## src/rtl/tengigeth_loop_pkg.sv

```systemverilog
// Shared types and constants for the 10GbE loopback receive path.
package tengigeth_loop_pkg;

    typedef enum logic [1:0] {
        ST_SOF  = 2'd0,
        ST_PASS = 2'd1,
        ST_DROP = 2'd2
    } fsm_state_e;

    localparam logic [47:0] C_BCAST_MAC = 48'hFFFF_FFFF_FFFF;
    localparam logic [5:0]  C_MAC_KEEP  = 6'h3F;

    typedef struct packed {
        logic [63:0] tdata;
        logic [7:0]  tkeep;
        logic        tlast;
    } axis_beat_t;

    // Wire order puts the first MAC byte in tdata[7:0]; the MMIO register
    // holds it in [47:40]. Reorder so the two can be compared directly.
    function automatic logic [47:0] wire_to_mac(input logic [47:0] w);
        return {w[7:0], w[15:8], w[23:16], w[31:24], w[39:32], w[47:40]};
    endfunction

endpackage

```

## src/rtl/tengigeth_axis_skid2.sv

```systemverilog
// Two-entry registered skid buffer for AXI-Stream beats. Every output is a
// flop and in_ready does not depend combinationally on out_ready.
module tengigeth_axis_skid2
    import tengigeth_loop_pkg::*;
(
    input  logic       clk,
    input  logic       rst_n,
    input  axis_beat_t in_beat,
    input  logic       in_valid,
    output logic       in_ready,
    output axis_beat_t out_beat,
    output logic       out_valid,
    input  logic       out_ready
);

    axis_beat_t out_q, out_d;
    axis_beat_t skid_q, skid_d;
    logic       out_valid_q, out_valid_d;
    logic       skid_valid_q, skid_valid_d;
    logic       in_ready_q, in_ready_d;
    logic       push, pop;

    assign push = in_valid & in_ready_q;
    assign pop  = out_valid_q & out_ready;

    // Refill the output register from the skid entry first, then from the
    // input; park an input beat in the skid entry when the output stalls.
    always_comb begin
        out_d        = out_q;
        out_valid_d  = out_valid_q;
        skid_d       = skid_q;
        skid_valid_d = skid_valid_q;
        if (!out_valid_q || pop) begin
            if (skid_valid_q) begin
                out_d        = skid_q;
                out_valid_d  = 1'b1;
                skid_valid_d = 1'b0;
            end else if (push) begin
                out_d       = in_beat;
                out_valid_d = 1'b1;
            end else begin
                out_valid_d = 1'b0;
            end
        end else if (push) begin
            skid_d       = in_beat;
            skid_valid_d = 1'b1;
        end
        in_ready_d = !skid_valid_d;
    end

    // Buffer state; ready stays low through reset and rises on the first edge after release.
    always_ff @(posedge clk or negedge rst_n) begin
        if (!rst_n) begin
            out_q        <= '0;
            out_valid_q  <= 1'b0;
            skid_q       <= '0;
            skid_valid_q <= 1'b0;
            in_ready_q   <= 1'b0;
        end else begin
            out_q        <= out_d;
            out_valid_q  <= out_valid_d;
            skid_q       <= skid_d;
            skid_valid_q <= skid_valid_d;
            in_ready_q   <= in_ready_d;
        end
    end

    assign in_ready  = in_ready_q;
    assign out_beat  = out_q;
    assign out_valid = out_valid_q;

endmodule

```

## src/rtl/tengigeth_loop_addr_filter.sv

```systemverilog
// Receive-side destination MAC filter for the loopback path. Accepted frames
// go to the loopback MUX through a registered skid buffer, rejected frames
// are consumed and discarded, and both outcomes are counted.
// Build option: ETH_LOOP_MCAST_ACCEPT_EN also accepts group-addressed frames.
//
// state | meaning
// SOF   | waiting for the first beat of a frame (idle beats are discarded)
// PASS  | forwarding the rest of an accepted frame to the buffer
// DROP  | consuming the rest of a rejected frame, always ready
module tengigeth_loop_addr_filter
    import tengigeth_loop_pkg::*;
#(
    parameter int CNT_W = 32
) (
    input  logic             piEthCoreClk,
    input  logic             piEthCoreRst_n,
    input  logic             piFilterEn,
    input  logic [47:0]      piMacAddr,
    input  logic             piCntClr,
    input  logic [63:0]      siLY2_Data_tdata,
    input  logic [7:0]       siLY2_Data_tkeep,
    input  logic             siLY2_Data_tlast,
    input  logic             siLY2_Data_tvalid,
    output logic             siLY2_Data_tready,
    output logic [63:0]      soMUX_Data_tdata,
    output logic [7:0]       soMUX_Data_tkeep,
    output logic             soMUX_Data_tlast,
    output logic             soMUX_Data_tvalid,
    input  logic             soMUX_Data_tready,
    output logic [CNT_W-1:0] poAcceptCnt,
    output logic [CNT_W-1:0] poDropCnt
);

    fsm_state_e       state_q, state_d;
    logic [CNT_W-1:0] accept_cnt_q, accept_cnt_d;
    logic [CNT_W-1:0] drop_cnt_q, drop_cnt_d;

    axis_beat_t  in_beat, out_beat;
    logic        skid_in_valid, skid_in_ready;
    logic        in_ready, in_xfer;
    logic        accept_inc, drop_inc;
    logic [47:0] dst_mac;
    logic        idle_beat, runt, dst_match, dst_bcast, dst_mcast, accept;

    assign in_beat   = '{tdata: siLY2_Data_tdata, tkeep: siLY2_Data_tkeep, tlast: siLY2_Data_tlast};
    assign dst_mac   = wire_to_mac(siLY2_Data_tdata[47:0]);
    assign idle_beat = (siLY2_Data_tkeep == 8'h00) && !siLY2_Data_tlast;
    assign runt      = (siLY2_Data_tkeep[5:0] != C_MAC_KEEP) || siLY2_Data_tlast;
    assign dst_match = (dst_mac == piMacAddr);
    assign dst_bcast = (dst_mac == C_BCAST_MAC);
`ifdef ETH_LOOP_MCAST_ACCEPT_EN
    assign dst_mcast = siLY2_Data_tdata[0];
`else
    assign dst_mcast = 1'b0;
`endif
    // A runt cannot carry a full destination, so it is dropped even with the filter off.
    assign accept    = !runt && (!piFilterEn || dst_match || dst_bcast || dst_mcast);
    assign in_xfer   = siLY2_Data_tvalid & in_ready;

    // State register.
    always_ff @(posedge piEthCoreClk or negedge piEthCoreRst_n) begin
        if (!piEthCoreRst_n) begin
            state_q <= ST_SOF;
        end else begin
            state_q <= state_d;
        end
    end

    // Next state; filter inputs only matter on the first beat.
    always_comb begin
        state_d = state_q;
        if (in_xfer) begin
            case (state_q)
                ST_SOF: begin
                    if (!idle_beat) begin
                        if (siLY2_Data_tlast) state_d = ST_SOF;
                        else                  state_d = accept ? ST_PASS : ST_DROP;
                    end
                end
                ST_PASS, ST_DROP: begin
                    if (siLY2_Data_tlast) state_d = ST_SOF;
                end
                default: state_d = ST_SOF;
            endcase
        end
    end

    // FSM outputs: ready selection, buffer write and counter strobes.
    // Ready is a mux of two flops, so it never sees soMUX tready.
    always_comb begin
        in_ready      = skid_in_ready;
        skid_in_valid = 1'b0;
        accept_inc    = 1'b0;
        drop_inc      = 1'b0;
        case (state_q)
            ST_SOF: begin
                skid_in_valid = siLY2_Data_tvalid & !idle_beat & accept;
                accept_inc    = siLY2_Data_tvalid & skid_in_ready & !idle_beat & accept;
                drop_inc      = siLY2_Data_tvalid & skid_in_ready & !idle_beat & !accept;
            end
            ST_PASS: skid_in_valid = siLY2_Data_tvalid;
            ST_DROP: in_ready = 1'b1;
            default: ;
        endcase
    end

    // Saturating counters; clear wins over a same-cycle increment.
    always_comb begin
        accept_cnt_d = accept_cnt_q;
        drop_cnt_d   = drop_cnt_q;
        if (piCntClr) begin
            accept_cnt_d = '0;
            drop_cnt_d   = '0;
        end else begin
            if (accept_inc && (accept_cnt_q != '1)) accept_cnt_d = accept_cnt_q + 1'b1;
            if (drop_inc && (drop_cnt_q != '1))     drop_cnt_d   = drop_cnt_q + 1'b1;
        end
    end

    // Counter registers.
    always_ff @(posedge piEthCoreClk or negedge piEthCoreRst_n) begin
        if (!piEthCoreRst_n) begin
            accept_cnt_q <= '0;
            drop_cnt_q   <= '0;
        end else begin
            accept_cnt_q <= accept_cnt_d;
            drop_cnt_q   <= drop_cnt_d;
        end
    end

    tengigeth_axis_skid2 u_skid (
        .clk       (piEthCoreClk),
        .rst_n     (piEthCoreRst_n),
        .in_beat   (in_beat),
        .in_valid  (skid_in_valid),
        .in_ready  (skid_in_ready),
        .out_beat  (out_beat),
        .out_valid (soMUX_Data_tvalid),
        .out_ready (soMUX_Data_tready)
    );

    assign siLY2_Data_tready = in_ready;
    assign soMUX_Data_tdata  = out_beat.tdata;
    assign soMUX_Data_tkeep  = out_beat.tkeep;
    assign soMUX_Data_tlast  = out_beat.tlast;
    assign poAcceptCnt       = accept_cnt_q;
    assign poDropCnt         = drop_cnt_q;

endmodule

```

## config.mk

```make
export PLATFORM = sky130hd
export DESIGN_NAME = tengigeth_loop_addr_filter
export DESIGN_NICKNAME = d
export VERILOG_FILES = /design/src/rtl/tengigeth_loop_pkg.sv /design/src/rtl/tengigeth_axis_skid2.sv /design/src/rtl/tengigeth_loop_addr_filter.sv
export SDC_FILE = /design/constraint.sdc
export NUM_CORES = 1
export LEC_CHECK = 0
export BUFFER_PORTS_ARGS = -buffer_cell sky130_fd_sc_hd__buf_2
export CORE_MARGIN = 4
export CORE_UTILIZATION = 55
export CTS_CLUSTER_SIZE = 28
export DETAILED_ROUTE_END_ITERATION = 6
export PLACE_DENSITY = 0.93
export SYNTH_ARGS = -nofsm -noshare
export SYNTH_HDL_FRONTEND = slang
export SYNTH_SLANG_ARGS = --single-unit
```

## constraint.sdc

```tcl
create_clock -name piEthCoreClk -period 5.48 [get_ports piEthCoreClk]
set_clock_uncertainty 0.05 [all_clocks]
set_input_delay 0.548 -clock piEthCoreClk [delete_from_list [all_inputs] [get_ports piEthCoreClk]]
set_output_delay 0.548 -clock piEthCoreClk [all_outputs]
set_load 0.005 [all_outputs]
```

After elaboration in Yosys (flattened, before gate mapping)
Cells that the tools add are included.

Logic and storage cells: 76. Output and inout bits: 139. Bits in registers: 215. Input port bits: 127.

Add/sub/neg operators: 2. Bitwise logic cells: 10. Reduce and logical (&&, ||, !) cells: 24. Multiplexer cells: 19. Eq/ne operators: 9.

Operators with widths (count): $mux 73 (2); $mux 32 (4); $add 32x1->32 const B (2); $ne 32x32->1 const B (2); $eq 48x48->1 (1); $eq 48x48->1 const B (1); $and 1x1->1 (9); $logic_not 8->1 (1); $mux 2 (4); $logic_not 1->1 (7); $mux 1 (7); $ne 6x6->1 const B (1); $reduce_bool 2->1 (3); $logic_and 1x1->1 (4); $logic_or 1x1->1 (4); $ne 2x2->1 const B (2); $pmux 2 s2 (1); $reduce_and 2->1 (2); $reduce_and 3->1 (1); $eq 2x1->1 const B (1); $eq 2x2->1 const B (1); $logic_not 2->1 (1); $pmux 1 s2 (1); $reduce_or 2->1 (1); $not 1->1 (1).

Longest topological paths before layout
Word-level depth: 10. Mapped depth: 11. Gate-level depth less buffers: 8.

Hierarchy
From an unflattened synthesis, not the netlist that was laid out.

Cell total of the unflattened synthesis: 933. Area, all modules: 11428.5 um2.

By module, submodules not included: tengigeth_axis_skid2 (cells an instance 398, times used 1, area each 6831.6 um2); tengigeth_loop_addr_filter (cells an instance 535, times used 1, area each 4596.9 um2).

Worst setup path before layout
OpenSTA, ideal clock, no wires.

Kind: input to register. Start: input siLY2_Data_tdata[4]. End: register accept_cnt_q[17], in the netlist poAcceptCnt[17]. Setup time: 0.078 ns. Arrival: 2.516 ns. Stages on the path: 10. Path slack: 2.836 ns. Cell sequence: xnor2_1 nand4_1 nor4_1 and4_1 o21ai_2 or4_4 buf_6 buf_6 or3_1 a21oi_1.

Word-level cells in the longest chain between the ends: 8.

RTL lines: start: declaration (RTL line tengigeth_loop_addr_filter.sv:20) `input logic [63:0] siLY2_Data_tdata,`; $eq 48x48->1 (RTL line tengigeth_loop_addr_filter.sv:49) `assign dst_match = (dst_mac == piMacAddr);`; $logic_or 1x1->1 (RTL line tengigeth_loop_addr_filter.sv:57) `assign accept = !runt && (!piFilterEn || dst_match || dst_bcast || dst_mcast);`; $logic_or 1x1->1 (*) (RTL line tengigeth_loop_addr_filter.sv:57); $logic_and 1x1->1 (*) (RTL line tengigeth_loop_addr_filter.sv:57); $and 1x1->1 (*) (RTL line tengigeth_loop_addr_filter.sv:98) `accept_inc = siLY2_Data_tvalid & skid_in_ready & !idle_beat & accept;`; $mux 1 (*) (RTL line tengigeth_loop_addr_filter.sv:95) `case (state_q)`; $logic_and 1x1->1 (*) (RTL line tengigeth_loop_addr_filter.sv:115) `if (accept_inc && (accept_cnt_q != '1)) accept_cnt_d = accept_cnt_q + 1'b1;`; $reduce_bool 2->1 (no line) (*); end signal: assignment (RTL line tengigeth_loop_addr_filter.sv:126) `accept_cnt_q <= accept_cnt_d;`; end: declaration (RTL line tengigeth_loop_addr_filter.sv:35) `logic [CNT_W-1:0] accept_cnt_q, accept_cnt_d;`.

Every way passes the cells marked *; elsewhere a longest branch is shown, timed or not. A chain may end at the register's enable or synchronous reset.

Worst setup path in the final report
Start: input siLY2_Data_tlast. End: register u_skid.out_q (netlist bit u_skid.out_beat[62]).

Word-level cells in the longest chain between the ends: 9.

RTL lines: start: declaration (RTL line tengigeth_loop_addr_filter.sv:22) `input logic siLY2_Data_tlast,`; $logic_not 1->1 (RTL line tengigeth_loop_addr_filter.sv:47) `assign idle_beat = (siLY2_Data_tkeep == 8'h00) && !siLY2_Data_tlast;`; $logic_and 1x1->1 (RTL line tengigeth_loop_addr_filter.sv:47); $logic_not 1->1 (RTL line tengigeth_loop_addr_filter.sv:97) `skid_in_valid = siLY2_Data_tvalid & !idle_beat & accept;`; $and 1x1->1 (RTL line tengigeth_loop_addr_filter.sv:97); $and 1x1->1 (*) (RTL line tengigeth_loop_addr_filter.sv:97); $pmux 1 s2 (*) (RTL line tengigeth_loop_addr_filter.sv:95); $and 1x1->1 (*) (RTL line tengigeth_axis_skid2.sv:23) `assign push = in_valid & in_ready_q;`; $reduce_bool 2->1 (no line) (*); $reduce_and 2->1 (no line) (*); end signal: assignment (RTL line tengigeth_axis_skid2.sv:60) `out_q <= out_d;`; end: declaration (RTL line tengigeth_axis_skid2.sv:16) `axis_beat_t out_q, out_d;`.

Marks and branches as above.

==> results.cfg <==
[sta]
max_clock_freq_mhz = 292
worstMarginPinSlew_ps = 1090
max_slew_margin = 0.270
setup_repair_after_global_routing_missed_its_margin = no
finalSetupViolations = 0
postLayoutSetupSlackWorst_ps = 2050
hold_violations = 0
hold_slack_ps = 20.7
min_period_over_period = 0.626
fin_setup_tns_ps = 0
final_max_slew_viol_count = 0
final.min_clock_period_ps = 3430

[synth]
synth.yosys.seq_area_share = 0.516
number_of_enable_type_register_cells_in_the_synthesized_netlist = 0
synth_top_area_frac = 0.516
synth_area_per_cell_um2 = 10.7
ys_types = 42
dominantRegCellSynth = sky130_fd_sc_hd__dfrtp_1
synth_compound_area_frac = 0.0705
synth-xor-area-share = 0.0663
synth_simple_gate_area_frac = 0.158
syn-num-nets = 1106
synthDominantAreaCellType = sky130_fd_sc_hd__dfrtp_1
synth_adder_area_share = 0.00600
multiplexer_fraction_of_the_synthesized_cell_area = 0.156
yosys-top-cells-area = sky130_fd_sc_hd__dfrtp_1 52%, sky130_fd_sc_hd__mux2_2 8.5%, sky130_fd_sc_hd__mux2i_1 7.1%, sky130_fd_sc_hd__xnor2_1 6.5%, sky130_fd_sc_hd__o21ai_0 4.3%
async_reset_ff_frac = 1.00
postSynthCellCount = 974
combinational_family_with_the_most_area_after_synthesis = simple AND/OR/NAND/NOR gates
synth_seq_cells = 215
yosys_warnings = 0
syn-cell-area_mm2 = 0.0104

[route]
detailedRoute.firstPassIterationCount = 5
vias_per_cell = 5.91
ant_nets = 0
dr.first_iter.drc_count = 577
drt_drc_violations_left = 0
route.detailed.wl_per_inst_um = 19.9
vias = 8658
drt-total-wl_um = 29200

[grt]
wire_length_of_the_first_global_routing_pass_um = 46400
number_of_global_route_vias_before_repair = 8822
global_route.usage.total = 0.268
grt_antenna_before_repair = 0
pin_count_of_the_biggest_net_entering_global_routing = 115
grt.overflow.total = 0

[pwr]
peakVddDrop_uv = 266
p_leak_uw = 0.00610
power_density_mw_per_mm2 = 278
report.power.total_uw = 3510

[clock_network]
cts_sinks = 215
cts.clk_slew.worst_paths_ps = 60
clock_tree_from_tritoncts = yes
postCtsSetupRepairBufs = 0
clk_path_buf_depth = 3
cts_made_buffers = 23
post_cts_resize_count = 0
cts_root_buf = sky130_fd_sc_hd__clkbuf_16
hold_buffers = 0
htree_num_levels = 1
insertion_delay_ps = 510

[setup_path]
setup.reg_to_reg.worst_slack_ps = 2330
path_class = input port to flip-flop
crit_fanout = 106
rr_startpoint = poDropCnt[3]
crit_path_start_kind = input port
critical_path.endpoint_type = flip-flop
r2r-end = poDropCnt[1]
data_required_time_at_the_worst_endpoint_ps = 5770
ff2ff_path_depth = 8
arrival_ps = 3720

[finish]
syn2layout_area_growth_pct = 21.1
n_fill_cell = 1335
final_core_util = 0.675
finish.net_count = 1347
post_route_cells_drive_above_1_share = 0.321

[floorplanning]
floorplan.die_area_mm2 = 0.0212
chipHeight_um = 146
core.rowCount = 50
die_width_um = 146
floorplan.initialDensity = 0.558
core_area_mm2 = 0.0187
io-pin-count = 266

[job]
max_cap_viol_count = 0

[status]
run_status = finished, final reports clean

[placed_design]
placement_setup_slack_ps = 1450
dp.final_hpwl_um = 20800
io_buffer_count = 265
gp_routability_congestion = 0.959

[min_path]
hp-class = input port to asynchronous set/reset pin
==> stage by stage <==
| step | cell area, um2 | std cells |
|---|---|---|
| after floorplan | 10400 | 974 |
| after global placement | 11900 | 1424 |
| after detailed placement | 11900 | 1424 |
| after CTS | 12600 | 1462 |
| after global routing | 12600 | 1462 |
| final | 12600 | 1464 |
==> area by class of cell <==
type                    count  area, um2  share of cell area
flip-flops and latches    215       5380               0.426
clock buffers              34        647              0.0512
well taps                 234        293              0.0232
diodes                      2       5.00            0.000396
clock inverters             4       85.1             0.00674
repair buffers            271       1380               0.109
inverters                  12       45.0             0.00357
multi-input cells         692       4790               0.379
==> cell families after synthesis <==
logic type,Yosys count
buffers and inverters,67
AND/OR/NAND/NOR,324
XOR/XNOR,79
flip-flops,215
AO/OA/AOI/OAI,131
adder cells (fa/ha/maj),5
multiplexers,153
==> power by group <==
group / internal [uW] / total [uW] / leakage [uW] / switching, uW
clock network: 911 / 1530 / 0.000356 / 621
registers: 1640 / 1670 / 0.00298 / 30.2
logic: 125 / 314 / 0.00276 / 189
==> flip-flops by register name, indices dropped and copies added (netlist names) <==
register,count
u_skid.skid_q,73
u_skid.in_ready,1
u_skid.out_valid,1
u_skid.out_beat,73
state_q,2
u_skid.skid_valid_q,1
poDropCnt,32
poAcceptCnt,32
==> worst max-delay path by stage <==
stage                                    from                   to  slack [ps]
after floorplan           siLY2_Data_tdata[4]      poAcceptCnt[17]        2840
after global placement       siLY2_Data_tlast   u_skid.out_beat[7]        1550
after detailed placement     siLY2_Data_tlast  u_skid.out_beat[45]        1450
after CTS                    siLY2_Data_tlast  u_skid.out_beat[45]        2000
after global routing         siLY2_Data_tlast  u_skid.out_beat[58]        1750
final                        siLY2_Data_tlast  u_skid.out_beat[62]        2050
==> cells in the mapped netlist (5+ instances only) <==
cell type,count
sky130_fd_sc_hd__mux2i_1,74
sky130_fd_sc_hd__nor4_1,13
sky130_fd_sc_hd__nor3_1,18
sky130_fd_sc_hd__mux2_2,79
sky130_fd_sc_hd__dfrtp_1,215
sky130_fd_sc_hd__inv_1,12
sky130_fd_sc_hd__a31o_2,7
sky130_fd_sc_hd__buf_2,9
sky130_fd_sc_hd__clkbuf_1,43
sky130_fd_sc_hd__and2_1,5
sky130_fd_sc_hd__nand2_1,97
sky130_fd_sc_hd__nor2b_1,9
sky130_fd_sc_hd__or3_1,13
sky130_fd_sc_hd__ha_1,5
sky130_fd_sc_hd__and4_1,11
sky130_fd_sc_hd__nand2b_1,6
sky130_fd_sc_hd__nand4_1,42
sky130_fd_sc_hd__nand3_1,18
sky130_fd_sc_hd__nor2_1,59
sky130_fd_sc_hd__a21oi_1,19
sky130_fd_sc_hd__xnor2_1,77
sky130_fd_sc_hd__nor4b_1,7
sky130_fd_sc_hd__and3_1,15
sky130_fd_sc_hd__o21ai_0,89
sky130_fd_sc_hd__a311oi_1,5
==> cells in the final DEF, fill, tap and decap left out, types with 6 or more instances in the layout <==
| cell type | n |
|---|---|
| sky130_fd_sc_hd__nor4_1 | 13 |
| sky130_fd_sc_hd__xnor2_1 | 77 |
| sky130_fd_sc_hd__mux2i_1 | 74 |
| sky130_fd_sc_hd__nor3_1 | 18 |
| sky130_fd_sc_hd__dfrtp_1 | 214 |
| sky130_fd_sc_hd__mux2_2 | 79 |
| sky130_fd_sc_hd__a31o_2 | 7 |
| sky130_fd_sc_hd__a21oi_1 | 19 |
| sky130_fd_sc_hd__buf_2 | 264 |
| sky130_fd_sc_hd__or3_1 | 13 |
| sky130_fd_sc_hd__inv_1 | 12 |
| sky130_fd_sc_hd__nor2_1 | 59 |
| sky130_fd_sc_hd__o21ai_0 | 89 |
| sky130_fd_sc_hd__and4_1 | 11 |
| sky130_fd_sc_hd__nor4b_1 | 7 |
| sky130_fd_sc_hd__nand2b_1 | 6 |
| sky130_fd_sc_hd__and3_1 | 15 |
| sky130_fd_sc_hd__clkbuf_1 | 8 |
| sky130_fd_sc_hd__buf_4 | 6 |
| sky130_fd_sc_hd__clkbuf_16 | 23 |
| sky130_fd_sc_hd__nor2b_1 | 9 |
| sky130_fd_sc_hd__nand4_1 | 42 |
| sky130_fd_sc_hd__nand2_1 | 96 |
| sky130_fd_sc_hd__nand3_1 | 18 |
==> critical path, cell delays in order <==
cell	delay (ps)
sky130_fd_sc_hd__buf_2	170
sky130_fd_sc_hd__and4b_1	210
sky130_fd_sc_hd__nand4_1	210
sky130_fd_sc_hd__nor2_1	80
sky130_fd_sc_hd__and4_1	240
sky130_fd_sc_hd__o21ai_2	730
sky130_fd_sc_hd__a21o_4	450
sky130_fd_sc_hd__buf_4	760
sky130_fd_sc_hd__o21ai_0	250
==> metal layers <==
layer / vias to the layer above / track usage / part of all wire
met5: - / 0 / 0
met4: 0 / 0.125 / 0.052
met3: 98 / 0.0576 / 0.090
met2: 434 / 0.451 / 0.49
met1: 4182 / 0.332 / 0.37
li1: 3944 / - / -
Note: power is estimated with default switching activity, not from simulation.
